`src/rtl/rr_mux_pkg.sv`:
```
// Shared constants and helpers for the round-robin arbitrating multiplexer.
// Holds the arbitration-mode encoding and the channel-index width function.
package rr_mux_pkg;

  localparam int RR_MODE_FIXED       = 0;
  localparam int RR_MODE_ROUND_ROBIN = 1;

  // Index width never drops below one bit so a 2-channel build still has a port.
  function automatic int idx_width(input int n);
    return (n <= 2) ? 1 : $clog2(n);
  endfunction

endpackage

```
`src/rtl/rr_prio_pick.sv`:
```
// Rotating priority encoder: finds the first set request at or above start_i,
// wrapping past the top channel, and reports it as one-hot plus binary index.
module rr_prio_pick
  import rr_mux_pkg::*;
#(
  parameter  int N  = 4,
  localparam int IW = idx_width(N)
) (
  input  logic [N-1:0]  req_i,
  input  logic [IW-1:0] start_i,
  output logic [N-1:0]  gnt_o,
  output logic [IW-1:0] idx_o,
  output logic          any_o
);

  // The first hit wins; later hits are masked by any_o.
  always_comb begin : pickLogic
    int          cand;
    logic [IW-1:0] candIdx;
    gnt_o   = '0;
    idx_o   = '0;
    any_o   = 1'b0;
    cand    = 0;
    candIdx = '0;
    for (int i = 0; i < N; i++) begin
      cand = int'(start_i) + i;
      if (cand >= N) begin
        cand = cand - N;
      end
      candIdx = IW'(cand);
      if (!any_o && req_i[candIdx]) begin
        gnt_o[candIdx] = 1'b1;
        idx_o          = candIdx;
        any_o          = 1'b1;
      end
    end
  end

endmodule

```
`src/rtl/rr_mux_arb.sv`:
```
// N-channel valid/ready multiplexer with round-robin or fixed-priority
// arbitration feeding a single registered output stage.
module rr_mux_arb
  import rr_mux_pkg::*;
#(
  parameter  int N_CH    = 4,
  parameter  int WIDTH   = 8,
  parameter  int RR_MODE = RR_MODE_ROUND_ROBIN,
  localparam int IW      = idx_width(N_CH)
) (
  input  logic                  clk,
  input  logic                  rst_n,
  input  logic [N_CH-1:0]       in_valid,
  input  logic [N_CH*WIDTH-1:0] in_data,
  output logic [N_CH-1:0]       in_ready,
  output logic                  out_valid,
  output logic [WIDTH-1:0]      out_data,
  output logic [IW-1:0]         out_ch,
  input  logic                  out_ready
);

  logic             out_valid_q, out_valid_d;
  logic [WIDTH-1:0] out_data_q,  out_data_d;
  logic [IW-1:0]    out_ch_q,    out_ch_d;
  logic [IW-1:0]    ptr_q,       ptr_d;

  logic             load;
  logic             grant;
  logic [IW-1:0]    searchStart;
  logic [N_CH-1:0]  gntOneHot;
  logic [IW-1:0]    gntIdx;
  logic             gntAny;
  logic [WIDTH-1:0] chWord [N_CH];

  for (genvar k = 0; k < N_CH; k++) begin : g_split
    assign chWord[k] = in_data[k*WIDTH +: WIDTH];
  end

  // The output register can take a word when it is empty or being drained now.
  assign load        = !out_valid_q || out_ready;
  assign searchStart = (RR_MODE == RR_MODE_ROUND_ROBIN) ? ptr_q : '0;

  rr_prio_pick #(
    .N (N_CH)
  ) u_pick (
    .req_i   (in_valid),
    .start_i (searchStart),
    .gnt_o   (gntOneHot),
    .idx_o   (gntIdx),
    .any_o   (gntAny)
  );

  // Reset gating keeps in_ready quiet while the asynchronous reset is held.
  assign grant    = rst_n && load && gntAny;
  assign in_ready = grant ? gntOneHot : '0;

  always_comb begin
    out_valid_d = out_valid_q;
    out_data_d  = out_data_q;
    out_ch_d    = out_ch_q;
    ptr_d       = ptr_q;
    if (grant) begin
      out_valid_d = 1'b1;
      out_data_d  = chWord[gntIdx];
      out_ch_d    = gntIdx;
      if (RR_MODE == RR_MODE_ROUND_ROBIN) begin
        ptr_d = (gntIdx == IW'(N_CH - 1)) ? '0 : gntIdx + IW'(1);
      end
    end else if (load) begin
      out_valid_d = 1'b0;
    end
  end

  always_ff @(posedge clk or negedge rst_n) begin
    if (!rst_n) begin
      out_valid_q <= 1'b0;
      out_data_q  <= '0;
      out_ch_q    <= '0;
      ptr_q       <= '0;
    end else begin
      out_valid_q <= out_valid_d;
      out_data_q  <= out_data_d;
      out_ch_q    <= out_ch_d;
      ptr_q       <= ptr_d;
    end
  end

  assign out_valid = out_valid_q;
  assign out_data  = out_data_q;
  assign out_ch    = out_ch_q;

endmodule

```
`config.mk`:
```
export PLATFORM = sky130hd
export DESIGN_NAME = rr_mux_arb
export DESIGN_NICKNAME = d
export VERILOG_FILES = /design/src/rtl/rr_mux_pkg.sv /design/src/rtl/rr_prio_pick.sv /design/src/rtl/rr_mux_arb.sv
export SDC_FILE = /design/constraint.sdc
export NUM_CORES = 1
export LEC_CHECK = 0
export CORE_MARGIN = 8
export CORE_UTILIZATION = 45
export CTS_BUF_LIST = sky130_fd_sc_hd__clkbuf_4 sky130_fd_sc_hd__clkbuf_8
export DETAILED_ROUTE_END_ITERATION = 8
export DONT_BUFFER_PORTS = 1
export GPL_ROUTABILITY_DRIVEN = 0
export SLEW_MARGIN = 20
export SYNTH_ARGS = -nofsm -noshare
export SYNTH_HDL_FRONTEND = slang
export SYNTH_HIERARCHICAL = 1
export SYNTH_SLANG_ARGS = --single-unit
```
`constraint.sdc`:
```
create_clock -name clk -period 4.14 [get_ports clk]
set_clock_uncertainty 0.15 [all_clocks]
set_input_delay 0.828 -clock clk [delete_from_list [all_inputs] [get_ports clk]]
set_output_delay 0.828 -clock clk [all_outputs]
set_load 0.02 [all_outputs]
```
==> flow_summary.ini, run 1 <==
[global_routing]
gr-usage-all-layers = 0.114
via_count_of_the_first_global_routing_pass = 775
grt.overflow.total = 0
grt_antenna_before_repair = 0
grt_pass1_wl_um = 4040
grt_max_degree = 17

[yosys]
synth_sequential_area_ratio = 0.274
synthesis.area_per_instance_um2 = 12.9
postSynthRegisterBits = 13
netlist-cell-type-count = 29
synthesized_area_um2 = 1190
syn_inst = 92
async_set_reset_flop_share_out_of_synthesis = 1.00
yosys_warnings = 6
synth_nets = 137
ys.flop_type = sky130_fd_sc_hd__dfrtp_1
synth-edff-count = 0

[sta]
fmax_ghz = 0.269
max_slew_margin = 0.606
slew_viol_final = 0
fin_crit_sh = 0.900
fin_crit_ps = 3720
tightest_slew_ps = 590
final-hold-violation-count = 0
count_of_final_setup_violators = 0
finalSetupTns_ps = 0
grt_setup_unrepaired = false

[job]
max-cap-violations = 0

[clock_tree]
htree_levels = 1
cts-buffers-inserted = 3
cts_tree = yes
cts-root-to-sink-buffers = 2
insertion_delay_ps = 270
sinks_on_the_clock_net = 13
clk_transition_reported_paths_ps = 80
cts_setup_buffers = 0
cts.repair.resized = 0
ctsRootBufferMaster = sky130_fd_sc_hd__clkbuf_4
number_of_buffers_inserted_for_hold_repair_after_clock_tree_synthesis = 0

[routing]
drc = 0
detail_route.wl_per_cell_um = 21.9
route.detailed.vias_per_inst = 6.27
detail-route-antenna-nets = 0
routed-via-count = 765
wl_um = 2680
initialDrtViolationCount = 52
detailedRoute.firstPassIterationCount = 4

[die]
design.die.area_um2 = 4540
core_area_um2 = 2500
fp-row-count = 18
floorplan.initialDensity = 0.475
die_h_um = 67.4
die_width_um = 67.4
io-pin-count = 54

[pwr]
power.density_nw_per_um2 = 1000
total_leakage_power_nw = 0.501
clkPwrFrac = 0.069
power.combinational.fraction = 0.674
internal_cell_power_w = 0.000684
switching_share = 0.444
seq_power_share = 0.257
power.switching_w = 0.000546
vdd.ir_drop.worst_uv = 489

[outcome]
run_status = finished clean

[setup_path]
critPathKind = flip-flop to output port
critical_path_start = ptr_q[1]
critPathSlowestCell = sky130_fd_sc_hd__dfrtp_1
crit-reg2reg-launch = ptr_q[1]
crit_start_category = flip-flop
worst-endpoint-required_ps = 3160
cp-end-kind = output port
cell_chain_critical_path = inv_1 > ha_1 > mux4_2 > nor3_1 > nand2b_1 > nand2_1 > a21oi_4 > and2_1
crit_fanout = 16
critical-path-max-stage-delay_ps = 510
arrival_ps = 2750
worst_path_dominant_cell_family = simple AND/OR/NAND/NOR gates
crit_buf_inv = 1

[final_layout]
final_layout_size_suffix_gt1_frac = 0.326
n_fill_cell = 208
antenna_cells_inserted = 0
area_growth_from_synthesis_to_layout_pct = 3.26
finish.net_count = 138
layout.cell_area.non_filler_um2 = 1230

[place]
io_buffers = 0
placed_area_um2 = 1200
place_hpwl_um = 2090

[hold_path]
hold_class = input port to async pin
==> routing by layer <==
layer | GRT usage | wire length (um) | vias to the layer above
met5 | 0 | 0 | -
met4 | 0.0157 | 0 | 0
met3 | 0.0745 | 379 | 0
met2 | 0.165 | 1250 | 36
met1 | 0.143 | 1050 | 370
li1 | - | - | 359
==> logic make-up after synthesis <==
kind of cell / count (synthesis) / synth area share
buffers and inverters: 11 / 0.0568
multiplexers: 27 / 0.399
AND/OR/NAND/NOR: 16 / 0.0895
flip-flops: 13 / 0.274
AO/OA/AOI/OAI: 19 / 0.118
adder cells (fa/ha/maj): 6 / 0.0632
==> area by class of cell <==
type / instances / area [um^2] / share of cell area
tap: 30 / 37.5 / 0.0306
multi-input combinational: 68 / 801 / 0.652
timing repair buffer: 2 / 15.0 / 0.0122
inverter: 5 / 18.8 / 0.0153
sequential: 13 / 325 / 0.265
clock buffer: 4 / 30.0 / 0.0245
==> stage by stage <==
stage | utilization | hold WS [ps] | total power, W | worst slack [ps] | instances
final | 0.491 | 89.4 | 0.00123 | 416 | 122
after global placement | 0.479 | 383 | 0.00114 | 756 | 118
after CTS | 0.491 | 78.1 | 0.00125 | 369 | 122
after detailed placement | 0.479 | 383 | 0.00116 | 684 | 118
after floorplan | - | 382 | 0.00105 | 855 | 92
after global routing | 0.491 | 66.2 | 0.00135 | 152 | 122
==> registers in the layout, indices dropped and copies added (netlist names) <==
| register | flops |
|---|---|
| out_data | 8 |
| ptr_q | 2 |
| out_valid | 1 |
| out_ch | 2 |
==> synthesized netlist by cell type, types with 2 or more instances <==
master | number | share of area
sky130_fd_sc_hd__nand2b_1 | 2 | 0.011
sky130_fd_sc_hd__mux2_4 | 8 | 0.10
sky130_fd_sc_hd__mux2i_1 | 2 | 0.017
sky130_fd_sc_hd__ha_1 | 6 | 0.063
sky130_fd_sc_hd__nor2_1 | 4 | 0.013
sky130_fd_sc_hd__dfrtp_1 | 13 | 0.27
sky130_fd_sc_hd__and2_1 | 4 | 0.021
sky130_fd_sc_hd__mux4_2 | 10 | 0.19
sky130_fd_sc_hd__o21ai_0 | 6 | 0.025
sky130_fd_sc_hd__a22oi_1 | 8 | 0.051
sky130_fd_sc_hd__clkbuf_1 | 2 | 0.0063
sky130_fd_sc_hd__buf_6 | 3 | 0.028
sky130_fd_sc_hd__inv_1 | 4 | 0.013
sky130_fd_sc_hd__mux4_1 | 2 | 0.044
sky130_fd_sc_hd__mux2_1 | 4 | 0.038
==> final timing paths <==
path                               endpoint  slack [ps]  depth (start not counted)
worst max register to register  out_data[0]         900                          9
worst max-delay path            in_ready[0]         420                          8
min in group clk                  out_valid         510                          1
max in group asynchronous       out_data[0]        3680                          0
worst min register to register    out_ch[0]         510                          1
worst min-delay path            out_data[5]          90                          0
==> cells in the final DEF (no fill, tap or decap), drive strengths merged <==
cell type   n
a32o        1
o211ai      1
a22oi       8
inv         5
mux2       13
dfrtp      13
o221ai      1
nor2        4
a21oi       1
nor4        1
nor3        1
o21ai       6
buf         2
nand2b      2
mux4       12
and2        4
nor2b       1
mux2i       2
clkbuf      4
nand2       1
o31ai       1
and2b       1
ha          6
nor4b       1
==> power groups by stage <==
| stage | registers (W) | logic (W) | clock network (W) |
|---|---|---|---|
| 4_1_cts | 0.000320 | 0.000839 | 0.0000881 |
| 5_1_grt | 0.000326 | 0.000925 | 0.0000942 |
| 3_3_place_gp | 0.000320 | 0.000820 | 0 |
| 2_1_floorplan | 0.000304 | 0.000749 | 0 |
| 3_5_place_dp | 0.000321 | 0.000835 | 0 |
| 6_report | 0.000316 | 0.000830 | 0.0000844 |
No activity file was read; power rests on OpenSTA's default activity.
==> run 2: changes to the inputs <==
Settings changed: SYNTH_HIERARCHICAL 1 to unset.
==> run 2 against run 1 <==
Clock power up 5.3%. Synthesized cell count up 86%. Register-to-register slack worse by 220 ps. Cell count up 75%. Area after synthesis up 21%. Setup slack worse by 74 ps. Worst hold slack worse by 17 ps. Global-route usage up 4.1 points. Clock-buffer cell count unchanged. Sequential power about the same. Fmax down 1.9%. Core utilization up 0.25 points.
==> flow_summary.ini, run 2 <==
[clock_tree]
cts.repair.resized = 0
cts_setup_buffers = 0
htree_levels = 1
sinks_on_the_clock_net = 13
ctsRootBufferMaster = sky130_fd_sc_hd__clkbuf_4
number_of_buffers_inserted_for_hold_repair_after_clock_tree_synthesis = 0
insertion_delay_ps = 290
cts_tree = yes
cts-buffers-inserted = 3
cts-root-to-sink-buffers = 2
clk_transition_reported_paths_ps = 90

[pwr]
power.density_nw_per_um2 = 834
seq_power_share = 0.250
power.switching_w = 0.000675
total_leakage_power_nw = 0.604
clkPwrFrac = 0.071
power.combinational.fraction = 0.679
switching_share = 0.537
p_total_w = 0.00126
vdd.ir_drop.worst_uv = 451
internal_cell_power_w = 0.000582

[final_layout]
mostFrequentLayoutCell = sky130_fd_sc_hd__nor2_1
finalCoreUtilization = 0.493
antenna_cells_inserted = 0
finish.net_count = 218
flip_flop_count_of_the_largest_register_all_copies_and_words_added = 8
final_cell_mix = sky130_fd_sc_hd__nor2_1, sky130_fd_sc_hd__nand2_1, sky130_fd_sc_hd__dfrtp_1, sky130_fd_sc_hd__o21ai_0, sky130_fd_sc_hd__mux2i_1
n_fill_cell = 307
area_growth_from_synthesis_to_layout_pct = 4.79
layout.cell_area.non_filler_um2 = 1510
final_layout_size_suffix_gt1_frac = 0.135

[yosys]
postSynthRegisterBits = 13
syn_inst = 171
post-synth-top-count-cell = sky130_fd_sc_hd__nor2_1
ys.flop_type = sky130_fd_sc_hd__dfrtp_1
synth_top_area_cell = sky130_fd_sc_hd__dfrtp_1
synth-edff-count = 0
synthesized_area_um2 = 1440
synth.top_cells.by_count = sky130_fd_sc_hd__nor2_1, sky130_fd_sc_hd__nand2_1, sky130_fd_sc_hd__dfrtp_1, sky130_fd_sc_hd__o21ai_0, sky130_fd_sc_hd__mux2i_1
synthesis.area_per_instance_um2 = 8.41
synth_nets = 218
netlist-cell-type-count = 48
netlist.area_leader.share = 0.226
synth.top_cells.by_area = sky130_fd_sc_hd__dfrtp_1, sky130_fd_sc_hd__ha_1, sky130_fd_sc_hd__mux2i_1
async_set_reset_flop_share_out_of_synthesis = 1.00
yosys_warnings = 0
synth_sequential_area_ratio = 0.226

[job]
max-cap-violations = 0

[die]
floorplan.initialDensity = 0.471
fp-row-count = 20
die_width_um = 72.5
design.die.area_um2 = 5260
core_area_um2 = 3050
die_h_um = 72.5
io-pin-count = 54

[setup_path]
crit_buf_inv = 2
crit_start_category = flip-flop
critPathKind = flip-flop to output port
critical-path-max-stage-delay_ps = 550
crit-reg2reg-launch = ptr_q[1]
cell_chain_critical_path = inv_1 > ha_1 > mux4_2 > nor2b_4 > a22oi_1 > nor2_1 > a221oi_1 > nor2_1 > buf_4
worst-r2r-setup-slack_ps = 680
crit_top_cell = sky130_fd_sc_hd__nor2_1
reg_to_reg_endpoint = out_data[1]
crit_fanout = 10
arrival_ps = 2820
worst-endpoint-required_ps = 3160
worst_path_dominant_cell_family = flip-flops
critPathSlowestCell = sky130_fd_sc_hd__dfrtp_1
timing.reg2reg.worst_path_depth = 8
cp-end-kind = output port

[routing]
route.detailed.vias_per_inst = 6.35
wl_um = 4160
drc = 0
detail_route.wl_per_cell_um = 19.5
routed-via-count = 1358
detailedRoute.firstPassIterationCount = 4
detail-route-antenna-nets = 0
initialDrtViolationCount = 70

[place]
place_hpwl_um = 3120
io_buffers = 0
placed_area_um2 = 1480

[global_routing]
grt_max_degree = 19
grt.overflow.total = 0
via_count_of_the_first_global_routing_pass = 1347
grt_antenna_before_repair = 0
gr-usage-all-layers = 0.155
grt_pass1_wl_um = 6580

[sta]
min_hold_slack_ps = 72.0
finalSetupTns_ps = 0
grt_setup_unrepaired = false
max_slew_margin = 0.513
final-hold-violation-count = 0
tightest_slew_ps = 713
fin_crit_sh = 0.917
slew_viol_final = 0
fmax_ghz = 0.263
fin_crit_ps = 3800
count_of_final_setup_violators = 0

[hold_path]
hold_class = input port to async pin

[outcome]
run_status = finished clean
run 2: changes by cell type in the layout (fill, tap and decap cells not counted), moves of 8 or more:
cell | before | now
sky130_fd_sc_hd__mux2i_1 | 2 | 10
sky130_fd_sc_hd__nor2_1 | 4 | 25
sky130_fd_sc_hd__mux2_4 | 8 | 0
sky130_fd_sc_hd__nand2_1 | 1 | 14
sky130_fd_sc_hd__mux4_2 | 10 | 2
run 2: kinds of logic after synthesis:
group / Yosys count / share of synthesized area
compound gates: 59 / 0.322
fa+ha+maj: 8 / 0.0696
buf+inv: 20 / 0.0688
flops: 13 / 0.226
mux: 13 / 0.119
simple gates: 58 / 0.194
run 2: routing by layer:
| layer | share of wire | vias up | GRT usage |
|---|---|---|---|
| met3 | 0.086 | 6 | 0.0399 |
| met2 | 0.49 | 50 | 0.258 |
| met1 | 0.40 | 652 | 0.180 |
| met5 | 0 | - | 0 |
| met4 | 0.016 | 0 | 0.0733 |
| li1 | - | 650 | - |
run 2: how the worst max path moves through the flow:
stage	cells after the start	from	end
6_report	9	ptr_q[1]	in_ready[0]
3_3_place_gp	6	in_valid[1]	in_ready[0]
3_5_place_dp	9	ptr_q[1]	in_ready[0]
5_1_grt	9	ptr_q[0]	in_ready[0]
4_1_cts	9	ptr_q[1]	in_ready[0]
2_1_floorplan	12	ptr_q[0]	in_ready[0]
run 2: area by class of cell:
cell class / count / area, um^2 / share of cell area
multi-input combinational: 138 / 1010 / 0.673
sequential: 13 / 325 / 0.216
tap: 44 / 55.1 / 0.0365
timing repair buffer: 7 / 52.6 / 0.0349
clock buffer: 4 / 30.0 / 0.0199
inverter: 8 / 30.0 / 0.0199
run 2: power groups by stage:
| stage | Sequential (W) | Clock [W] | Combinational, W |
|---|---|---|---|
| final | 0.000315 | 0.0000889 | 0.000853 |
| after global routing | 0.000326 | 0.0000973 | 0.000937 |
| after CTS | 0.000317 | 0.0000935 | 0.000851 |
| after detailed placement | 0.000320 | 0 | 0.000847 |
| after global placement | 0.000316 | 0 | 0.000815 |
| after floorplan | 0.000293 | 0 | 0.000731 |
run 2: stage by stage:
step | worst slack [ps] | std cells
floorplan | 586 | 171
global placement | 755 | 210
detailed placement | 699 | 210
CTS | 361 | 214
global route | 126 | 214
finish | 342 | 214
==> run 3: changes to the inputs <==
Settings changed: CTS_BUF_LIST sky130_fd_sc_hd__clkbuf_4 sky130_fd_sc_hd__clkbuf_8 to sky130_fd_sc_hd__clkbuf_8, SLEW_MARGIN 20 to unset.
Clock period 4.14 ns to 4.3 ns, I/O delays scaled along.
==> run 3 against run 2 <==
Core utilization about the same. Global-route usage is 0.35 points higher. Clock-buffer cell count decreased by 1. Sequential power down 3%. Combinational power down 4.5%. Flip-flop and latch count stayed put.
==> flow_summary.ini, run 3 (synthesis gave the netlist of run 2 again) <==
[outcome]
run_status = finished clean

[global_routing]
globalRouteMet2Util = 0.273
grt.overflow.total = 0
met1_usage = 0.180
grt_pass1_wl_um = 6870
global_route.peak_usage_layer = met2
grt_antenna_before_repair = 0
gr-usage-all-layers = 0.159
gr_met3_demand_resource = 0.0386
via_count_of_the_first_global_routing_pass = 1397
grt_max_degree = 19

[die]
design.die.area_um2 = 5260
die_h_um = 72.5
core_area_um2 = 3050
floorplan.initialDensity = 0.471
fp-row-count = 20
die_width_um = 72.5
io-pin-count = 54

[setup_path]
worst-endpoint-required_ps = 3290
crit_fanout = 10
critPathSlowestCell = sky130_fd_sc_hd__dfrtp_1
cp-end-kind = output port
crit_top_cell = sky130_fd_sc_hd__nor2_1
critPathKind = flip-flop to output port
critical-path-max-stage-delay_ps = 560
arrival_ps = 2910
timing.reg2reg.worst_path_depth = 8
cell_chain_critical_path = inv_1 > ha_1 > mux4_2 > nor2b_4 > a22oi_1 > nor2_1 > a221oi_1 > nor2_1 > buf_4
crit_start_category = flip-flop

[pwr]
total_leakage_power_nw = 0.601
power.density_nw_per_um2 = 818
vdd.ir_drop.worst_uv = 443

[sta]
fin_crit_ps = 3920
tightest_slew_ps = 702
final-hold-violation-count = 0
grt_setup_unrepaired = false
finalSetupTns_ps = 0
fin_crit_sh = 0.911
max_slew_margin = 0.529
fmax_ghz = 0.255
min_hold_slack_ps = 155
slew_viol_final = 0
count_of_final_setup_violators = 0
timing.final.ws_setup_ps = 383

[place]
place_ws_ps = 682
placed_area_um2 = 1460
place_hpwl_um = 3140
dp_cells = 208
io_buffers = 0

[routing]
initialDrtViolationCount = 91
detail-route-antenna-nets = 0
routed-via-count = 1348
wl_um = 4110
drc = 0
route.detailed.vias_per_inst = 6.36
detailedRoute.firstPassIterationCount = 4
detail_route.wl_per_cell_um = 19.4

[final_layout]
final_cell_mix = sky130_fd_sc_hd__nor2_1, sky130_fd_sc_hd__nand2_1, sky130_fd_sc_hd__dfrtp_1, sky130_fd_sc_hd__o21ai_0, sky130_fd_sc_hd__mux2i_1
mostFrequentLayoutCell = sky130_fd_sc_hd__nor2_1
area_growth_from_synthesis_to_layout_pct = 4.87
ff_latch_area_um2 = 325
layout.cell_area.non_filler_um2 = 1510
layout.cells.non_filler = 212
flip_flop_count_of_the_largest_register_all_copies_and_words_added = 8
finish.net_count = 216
multi_input_area_um2 = 1010
antenna_cells_inserted = 0
n_fill_cell = 301
final_layout_size_suffix_gt1_frac = 0.125

[clock_tree]
htree_levels = 1
number_of_buffers_inserted_for_hold_repair_after_clock_tree_synthesis = 0
clk_transition_reported_paths_ps = 60
cts-root-to-sink-buffers = 2
insertion_delay_ps = 240
cts.repair.resized = 0
ctsRootBufferMaster = sky130_fd_sc_hd__clkbuf_8
cts_tree = yes
cts-buffers-inserted = 3
cts_setup_buffers = 0
sinks_on_the_clock_net = 13

[job]
max-cap-violations = 0

[hold_path]
hold_class = input port to async pin
## run 3: cell count changes in the layout (fill, tap and decap cells not counted), sizes merged
cell / before / now
clkbuf: 4 / 3
clkinv: 0 / 1
buf: 7 / 5
## run 3: power breakdown
group / total (W) / switching (W) / internal [W]
clock network: 0.000113 / 0.0000492 / 0.0000640
registers: 0.000305 / 0.000126 / 0.000179
logic: 0.000815 / 0.000481 / 0.000334
total: 0.00123 / 0.000656 / 0.000577
## run 3: final cells by class
type,count,area share
Inverter,8,0.0199
Sequential cell,13,0.216
Multi-Input combinational cell,138,0.672
Timing Repair Buffer,5,0.0249
Clock inverter,1,0.00332
Clock buffer,3,0.0274
Tap cell,44,0.0365
## run 3: per-layer routing
metal	vias up	part of all wire
met3	2	0.10
met1	640	0.40
met4	0	0.0071
li1	643	-
met2	63	0.49
met5	-	0
## run 3: final timing paths
| kind | startpoint | end | slack, ps |
|---|---|---|---|
| hold reg to reg | out_ch[0] | out_ch[0] | 490 |
| min in group clk | out_ch[0] | out_ch[0] | 490 |
| setup / recovery | ptr_q[1] | in_ready[2] | 380 |
| hold / removal | rst_n | out_data[2] | 150 |
| setup reg to reg | ptr_q[1] | out_data[1] | 820 |
| max in group asynchronous | rst_n | ptr_q[0] | 3770 |
## run 3: stage by stage
| stage | util | power [W] |
|---|---|---|
| finish | 0.494 | 0.00123 |
| global route | 0.494 | 0.00134 |
| CTS | 0.494 | 0.00123 |
| detailed placement | 0.479 | 0.00112 |
| global placement | 0.479 | 0.00109 |
| floorplan | - | 0.000986 |
## run 3: worst max-delay path: cells and delay by family (launching register included)
kind,cells,cell delay (ps)
simple gates,3,580
flops,1,560
fa+ha+maj,1,510
mux,1,470
buf+inv,2,370
compound gates,2,180
==> edit: new RTL, settings of run 2 <==
Reset style: synchronous (`rst_n`), changed in one clocked block. Comments in the files are not updated.
--- a/src/rtl/rr_mux_arb.sv
+++ b/src/rtl/rr_mux_arb.sv
@@ -71,7 +71,7 @@
     end
   end
 
-  always_ff @(posedge clk or negedge rst_n) begin
+  always_ff @(posedge clk) begin
     if (!rst_n) begin
       out_valid_q <= 1'b0;
       out_data_q  <= '0;
Function: differs if rst_n is asserted again (counterexample within 4 cycles, from zero or initial values and one cycle with rst_n low); with rst_n held inactive, the same outputs for 10 cycles.
==> edit against run 2 <==
Synthesized area down 10%; wire length is 11% lower; final area decreased by 11%; utilization decreased by 0.28 points; sequential cell count unchanged; worst setup slack got worse by 0.14 ns; critical path type unchanged; largest cell class unchanged.
Power is not compared: it rests on default switching activity, and its combinational part moved more than twofold at a synthesized area within 25%.
==> edit: results (changes against run 2) <==
Global-route wire length before repair - 5930 um (-9.9%)
Post-synthesis sequential area ratio - 20.2% (-2.5 points)
Vias per inst - 6.73 (+6.0%)
Type of the most critical hold path - reg -> reg
Pre-antenna DRT Iters - 6 (+2)
Largest net degree at the start of global routing - 18 (-1)
Total power - 0.000674 W
Dpl ws - 0.550 ns (-0.149 ns)
Vias post-DR - 1,238 (-8.8%)
Non-clock buffer share - 3.36% (-0.13 points)
Max-slew violations - 0 (unchanged)
TritonCTS clock tree - done
Startpoint Class - flop
ClkCell Share - 2.24% (+0.25 points)
CTS Buf Count - 3 (unchanged)
Syn Inst Count - 151 (-12%)
P_int - 0.000365 W
Post-CTS sizing - 0 (unchanged)
XOR/XNOR Fraction of Synth Area - 0.678% (+0.68 points)
Area of the multi-input gates - 952 um2 (-6.0%)
Clock Latency Late Sink - 0.27 ns (-0.02 ns)
Pwr dens - 502 nW/um2
WP data arrival - 2.96 ns (+0.14 ns)
Signal buffers - 6 (-1)
Worst IR Drop VDD - 0.271 mV
GRT Overall Usage - 14.3% (-1.2 points)
Ys Warns - 0 (unchanged)
Status - finished, final reports clean
Starting DRT DRC Count - 57 (-19%)
Invs w/o clock - 4 (-4)
Synth cell count leaders - a21oi_1, o21ai_0, dfxtp_1
Largest register FFs - 8 (unchanged)
TAP cells - 31 (-30%)
Synth unique cells - 38 (-21%)
Max Fanout on Critical Path - 10 (unchanged)
Layout cells sized above 1 - 16.3% (+2.8 points)
Post-synth EDFFs - 0 (unchanged)
Fillers - 268 (-13%)
Comb_multi_in - 126 (-8.7%)
Root Buffer - clkbuf_4
Slew @ Worst Pin - 0.590 ns (-0.122 ns)
Synth area leaders - dfxtp_1, mux2i_1, ha_1
Antenna violations before repair - 0 (unchanged)
Slowest cell on the critical path - dfxtp_1
Async set-reset flop share out of synthesis - 0% (-100 points)
Syn_nets - 198 (-9.2%)
Drt wl/cell - 20.2 um (+3.7%)
Final HPWL DP - 2880 um (-7.6%)
Post-route setup TNS - 0 ns (unchanged)
Placed Cells - 180 (-14%)
Reg area - 260 um2 (-20%)
Reg2Reg Launch Point - ptr_q[1]
Mux share of post-synthesis cell area - 17.4% (+5.5 points)
Clock transition at the registers of the reported paths - 0.08 ns
Top cell family by delay on the critical path - flip-flops
Post-synthesis compound-gate area fraction - 35.5% (+3.3 points)
Post-synthesis adder-cell area fraction - 7.75% (+0.79 points)
Placed Area - 1310 um2 (-11%)
Sequential power share - 32.1%
Primary FF master, synth - dfxtp_1
edit: changes by cell type in the layout (fill, tap and decap cells not counted), moves of 5 or more:
| cell | run 2 | this run |
|---|---|---|
| a21oi_1 | 4 | 14 |
| mux2_2 | 0 | 5 |
| inv_1 | 8 | 2 |
| dfrtp_1 | 13 | 0 |
| nor2_1 | 25 | 8 |
| dfxtp_1 | 0 | 13 |
| o22ai_1 | 1 | 6 |
edit: final timing paths:
path / end / slack, ns / cells past startpoint
worst max-delay path: in_ready[2] / 0.21 / 9
worst min-delay path: out_ch[0] / 0.43 / 2
worst max register to register: out_data[4] / 1.14 / 8
worst min register to register: out_ch[0] / 0.43 / 2
edit: per-layer routing:
metal  vias up  GRT usage, %  part of all wire [%]
li1        593             -                     -
met5         -             0                     0
met2        53          23.6                    47
met3         9          4.58                   9.5
met4         0          7.74                   2.1
met1       583          16.0                    42
